<file path="src/rtl/hilo_mult_ctrl_pkg.sv">
// Shared types and constants for the HI/LO multiply controller and its
// pipelined unsigned multiplier.
package hilo_mult_ctrl_pkg;

  localparam int DATA_W   = 32;
  localparam int PROD_W   = 64;
  localparam int MULT_LAT = 2;

  typedef enum logic [1:0] {
    ST_IDLE  = 2'd0,
    ST_ISSUE = 2'd1,
    ST_WAIT  = 2'd2,
    ST_WRITE = 2'd3
  } state_e;

  // Magnitude of an operand; 0x80000000 maps to itself as an unsigned value.
  function automatic logic [DATA_W-1:0] op_mag(input logic [DATA_W-1:0] v,
                                                input logic              sgn);
    return (sgn && v[DATA_W-1]) ? ({DATA_W{1'b0}} - v) : v;
  endfunction

  function automatic logic [PROD_W-1:0] neg_prod(input logic [PROD_W-1:0] p);
    return {PROD_W{1'b0}} - p;
  endfunction

endpackage

</file>
<file path="src/rtl/hilo_mult_ctrl_umul32_pipe.sv">
// Unsigned 32x32->64 multiplier: operands captured on cap_i, product valid
// MULT_LAT cycles later and held until the next capture propagates.
module umul32_pipe
  import hilo_mult_ctrl_pkg::*;
(
  input  logic              clk,
  input  logic              reset,
  input  logic              cap_i,
  input  logic [DATA_W-1:0] a_i,
  input  logic [DATA_W-1:0] b_i,
  output logic [PROD_W-1:0] prod_o
);

  logic [DATA_W-1:0] a_q;
  logic [DATA_W-1:0] b_q;
  logic [DATA_W-1:0] pp [4];
  logic [PROD_W-1:0] sum;
  logic [PROD_W-1:0] stage_q [MULT_LAT-1];

  always_ff @(posedge clk or posedge reset) begin
    if (reset) begin
      a_q <= '0;
      b_q <= '0;
    end else if (cap_i) begin
      a_q <= a_i;
      b_q <= b_i;
    end
  end

  // Four 16x16 partial products: pp[gi] = a half (gi%2) x b half (gi/2).
  generate
    for (genvar gi = 0; gi < 4; gi++) begin : g_pp
      assign pp[gi] = {16'b0, a_q[16*(gi%2) +: 16]} * {16'b0, b_q[16*(gi/2) +: 16]};
    end
  endgenerate

  assign sum = {32'b0, pp[0]}
             + ({32'b0, pp[1]} << 16)
             + ({32'b0, pp[2]} << 16)
             + ({32'b0, pp[3]} << 32);

  generate
    for (genvar gi = 0; gi < MULT_LAT - 1; gi++) begin : g_stage
      if (gi == 0) begin : g_first
        always_ff @(posedge clk or posedge reset) begin
          if (reset) stage_q[gi] <= '0;
          else       stage_q[gi] <= sum;
        end
      end else begin : g_rest
        always_ff @(posedge clk or posedge reset) begin
          if (reset) stage_q[gi] <= '0;
          else       stage_q[gi] <= stage_q[gi-1];
        end
      end
    end
  endgenerate

  assign prod_o = stage_q[MULT_LAT-2];

endmodule

</file>
<file path="src/rtl/hilo_mult_ctrl.sv">
// MIPS-style HI/LO multiply unit: sign handling, FSM sequencing and the
// architectural HI/LO registers around a pipelined unsigned multiplier.
module hilo_mult_ctrl
  import hilo_mult_ctrl_pkg::*;
(
  input  logic              clk,
  input  logic              reset,
  input  logic              start,
  input  logic              is_signed,
  input  logic [DATA_W-1:0] a,
  input  logic [DATA_W-1:0] b,
  input  logic              mthi_en,
  input  logic              mtlo_en,
  input  logic [DATA_W-1:0] wdata,
  output logic              busy,
  output logic              done,
  output logic [DATA_W-1:0] hi,
  output logic [DATA_W-1:0] lo
);

  state_e            state_q;
  logic [DATA_W-1:0] mag_a_q;
  logic [DATA_W-1:0] mag_b_q;
  logic              neg_q;
  logic [DATA_W-1:0] hi_q;
  logic [DATA_W-1:0] lo_q;
  logic              done_q;
  logic [PROD_W-1:0] prod;

  umul32_pipe u_mul (
    .clk    (clk),
    .reset  (reset),
    .cap_i  (state_q == ST_ISSUE),
    .a_i    (mag_a_q),
    .b_i    (mag_b_q),
    .prod_o (prod)
  );

  always_ff @(posedge clk or posedge reset) begin
    if (reset) begin
      state_q <= ST_IDLE;
      mag_a_q <= '0;
      mag_b_q <= '0;
      neg_q   <= 1'b0;
      hi_q    <= '0;
      lo_q    <= '0;
      done_q  <= 1'b0;
    end else begin
      done_q <= 1'b0;
      case (state_q)
        ST_IDLE: begin
          // mt writes land first; a same-cycle multiply overwrites them later.
          if (mthi_en) hi_q <= wdata;
          if (mtlo_en) lo_q <= wdata;
          if (start) begin
            mag_a_q <= op_mag(a, is_signed);
            mag_b_q <= op_mag(b, is_signed);
            neg_q   <= is_signed & (a[DATA_W-1] ^ b[DATA_W-1]);
            state_q <= ST_ISSUE;
          end
        end
        ST_ISSUE: state_q <= ST_WAIT;
        ST_WAIT:  state_q <= ST_WRITE;
        ST_WRITE: begin
          {hi_q, lo_q} <= neg_q ? neg_prod(prod) : prod;
          done_q       <= 1'b1;
          state_q      <= ST_IDLE;
        end
        default:  state_q <= ST_IDLE;
      endcase
    end
  end

  assign busy = (state_q != ST_IDLE);
  assign done = done_q;
  assign hi   = hi_q;
  assign lo   = lo_q;

endmodule

</file>
<file path="config.mk">
export PLATFORM = sky130hd
export DESIGN_NAME = hilo_mult_ctrl
export DESIGN_NICKNAME = d
export VERILOG_FILES = /design/src/rtl/hilo_mult_ctrl_pkg.sv /design/src/rtl/hilo_mult_ctrl_umul32_pipe.sv /design/src/rtl/hilo_mult_ctrl.sv
export SDC_FILE = /design/constraint.sdc
export NUM_CORES = 2
export LEC_CHECK = 0
export BUFFER_PORTS_ARGS = -buffer_cell sky130_fd_sc_hd__clkbuf_2
export CORE_MARGIN = 1.5
export CORE_UTILIZATION = 40
export CTS_CLUSTER_DIAMETER = 80
export DETAILED_ROUTE_END_ITERATION = 6
export PLACE_DENSITY_LB_ADDON = 0.3
export SLEW_MARGIN = 20
export SYNTH_ARGS = -nofsm -noshare
export SYNTH_HDL_FRONTEND = slang
export SYNTH_SLANG_ARGS = --single-unit
</file>
<file path="constraint.sdc">
create_clock -name clk -period 27.4 [get_ports clk]
set_input_delay 1.37 -clock clk [delete_from_list [all_inputs] [get_ports clk]]
set_output_delay 1.37 -clock clk [all_outputs]
set_load 0.01 [all_outputs]
</file>
==> key figures <==
Timing
  • Slew margin rel.: 33.1%
  • Worst-Margin Slew: 1000 ps
  • Final Hold Viols: 0
  • Final TNS setup: 0 ps
  • Final period util: 41.4%
  • Setup Skew: 20.9 ps
  • RSZ-0062 raised after global routing: no
  • Final worst slack: 16050 ps
  • Final setup viols: 0
  • Min Tclk post-route: 11350 ps
  • Max-slew violations: 0
  • Peak Freq: 0.0881 GHz

Clocking
  • Post-CTS Setup Inserts: 0
  • Clock Tree Buf Depth: 3
  • Hold buffer count at CTS: 0
  • Clk sinks: 260
  • Post_cts resized: 0
  • Total CTS buffers: 30
  • CTS tree: done
  • Clk pin slew, worst setup/hold paths: 60 ps
  • Clock root buffer: clkbuf_16
  • Clock H-tree levels: 1
  • Worst-Skew Late Latency: 600 ps

Synthesis
  • #FFs+latches synth: 260
  • Synth Flop Type: dfrtp_1
  • Post-synth ARST share: 100%
  • YS warnings: 0
  • Sequential-to-total area share from yosys stat: 13.3%
  • Top post-synthesis cells by area: fa_1 33%, dfrtp_1 13%, ha_1 12%, inv_1 7.6%, nand2_1 6.6%
  • Post-synth EDFFs: 0
  • Mean post-synth cell area: 8.90 sq um
  • Post-Synthesis Cells: 5503
  • Syn nets: 6902
  • Post-synth top area share: 33.1%
  • Top cell type by total area after synthesis: fa_1
  • Yosys cell types: 79
  • Synth Cell Area: 0.0490 sq mm

Setup path
  • Worst R2R End: u_mul.prod_o[62]$_DFF_PP0_
  • CP Launch Point: u_mul.b_q[2]$_DFFE_PP0N_
  • Most used cell, CP: fa_1
  • Reg2Reg Launch Point: u_mul.b_q[2]$_DFFE_PP0N_
  • CP max FO: 25
  • Worst Path Required: 27860 ps
  • Crit end category: flip-flop
  • Slowest CP cell: fa_1
  • R2R depth: 40
  • Crit Path Class: reg -> reg
  • Crit path capture: u_mul.prod_o[62]$_DFF_PP0_
  • Crit path DAT: 11810 ps
  • Slowest stage delay, CP: 550 ps
  • Setup slack, reg-to-reg: 16050 ps
  • Crit start category: flip-flop

Routing
  • Post-route ant nets: 0
  • Initial DRC count: 2332
  • Final wirelength: 135 mm
  • DRT Pass-1 Iters: 5
  • Vias: 37100
  • Drt wl/cell: 18.8 um
  • Via/cell ratio: 5.18
  • # DRC: 0

Outcome
  • Status: finished clean

Global routing
  • First-pass GRT wire length: 215 mm
  • Vias in the first global route: 38800
  • GRT Total Usage: 21.8%
  • Antenna violations before repair: 2
  • Grt ovf: 0
  • Pin count of the biggest net entering global routing: 123

Floorplan
  • Core area: 0.122 sq mm
  • Initial core utilization: 40.2%
  • Die outline width: 353 um
  • Rows: 128
  • Ports: 168
  • Die ar.: 0.125 sq mm
  • Die height: 353 um

Final layout
  • Finished Layout Cells: 7156
  • Layout cells sized above 1: 7.14%
  • Most frequent cells in the layout: 993 x inv_1, 866 x nand2_1, 809 x fa_1
  • Most common cell after layout, fill and taps aside: inv_1
  • Fin util: 43.1%
  • Area Growth Syn to Fin: 7.08%
  • Nets: 6906

Placement
  • I/O Buffers: 167
  • Placed Instances: 7100
  • Final RePlAce weighted congestion: 0.885
  • Dpl hpwl: 105 mm
  • Place WS: 16090 ps

Worst hold path
  • Worst Hold Class: reg -> reg
  • Hold path start: lo[7]$_DFFE_PP0P_

Flow run
  • Max-Cap Viols: 0
stage by stage:
stage | hold slack, ps | area [sq um]
2_1_floorplan | 440 | 49000
3_3_place_gp | 459 | 51400
3_5_place_dp | 458 | 51400
4_1_cts | 477 | 52500
5_1_grt | 491 | 52500
6_report | 473 | 52500
worst min path at each step:
stage	endpoint	slack [ps]	cells after the start
2_1_floorplan	mag_a_q[31]$_DFFE_PP0P_	440	2
3_5_place_dp	mag_a_q[31]$_DFFE_PP0P_	460	2
4_1_cts	mag_a_q[31]$_DFFE_PP0P_	480	2
6_report	lo[7]$_DFFE_PP0P_	470	1
3_3_place_gp	mag_b_q[25]$_DFFE_PP0P_	460	2
5_1_grt	hi[21]$_DFFE_PP0P_	490	1
routing by layer:
metal  routed length [um]  track usage (%)
met1                59600             30.0
met2                63000             36.0
met3                 8120             2.86
met4                 3910             5.66
met5                    0                0
state kept, by name, summed over array words and instances, names as in the netlist:
register	flops
lo	32
state_q	2
mag_b_q	32
hi	32
u_mul.b_q	32
mag_a_q	32
neg_q	1
done	1
u_mul.a_q	32
u_mul.prod_o	64
layout make-up:
type,instances,area (sq um)
diodes,1,2.50
clock buffers,40,870
clock inverters,15,146
fillers,12100,69300
inverters,994,3740
multi-input cells,3986,37800
flip-flops and latches,260,6520
well taps,1625,2030
repair buffers,235,1350
cells in the mapped netlist, types with 15 or more instances:
cell type,instances
a211oi_1,46
a21o_1,91
a21oi_1,147
a31oi_1,20
and2_1,419
and3_1,18
clkbuf_1,259
dfrtp_1,260
fa_1,809
ha_1,488
inv_1,994
mux2_2,64
nand2_1,867
nand2b_1,32
nand3_1,33
nor2_1,118
nor2b_1,17
nor3_1,37
nor4_1,18
o21a_1,19
o21ai_0,237
o21bai_1,15
o31ai_1,32
o41ai_1,17
or3_1,15
xnor2_1,149
xor2_1,126
critical path, delay by kind of cell (launching register included):
family,cells,cell delay [ps]
fa+ha+maj,12,4880
compound gates,10,2630
simple gates,9,2080
xor+xnor,3,580
buf+inv,6,550
flops,1,490
logic make-up (layout without fill, tap and decap cells):
kind of cell | after synthesis | after routing | share of synthesized area, %
and+or+nand+nor | 1631 | 1631 | 15.8
adders and majority gates | 1297 | 1297 | 45.5
buffers and inverters | 1257 | 1284 | 9.63
AOI/OAI and AO/OA | 707 | 707 | 9.14
xor gates and xnor gates | 275 | 275 | 4.92
DFF | 260 | 260 | 13.3
muxes | 76 | 76 | 1.72
other | 0 | 1 | 0
Power is not shown: default switching activity piles up to over one toggle a cycle in this logic, so the estimate is an artifact.
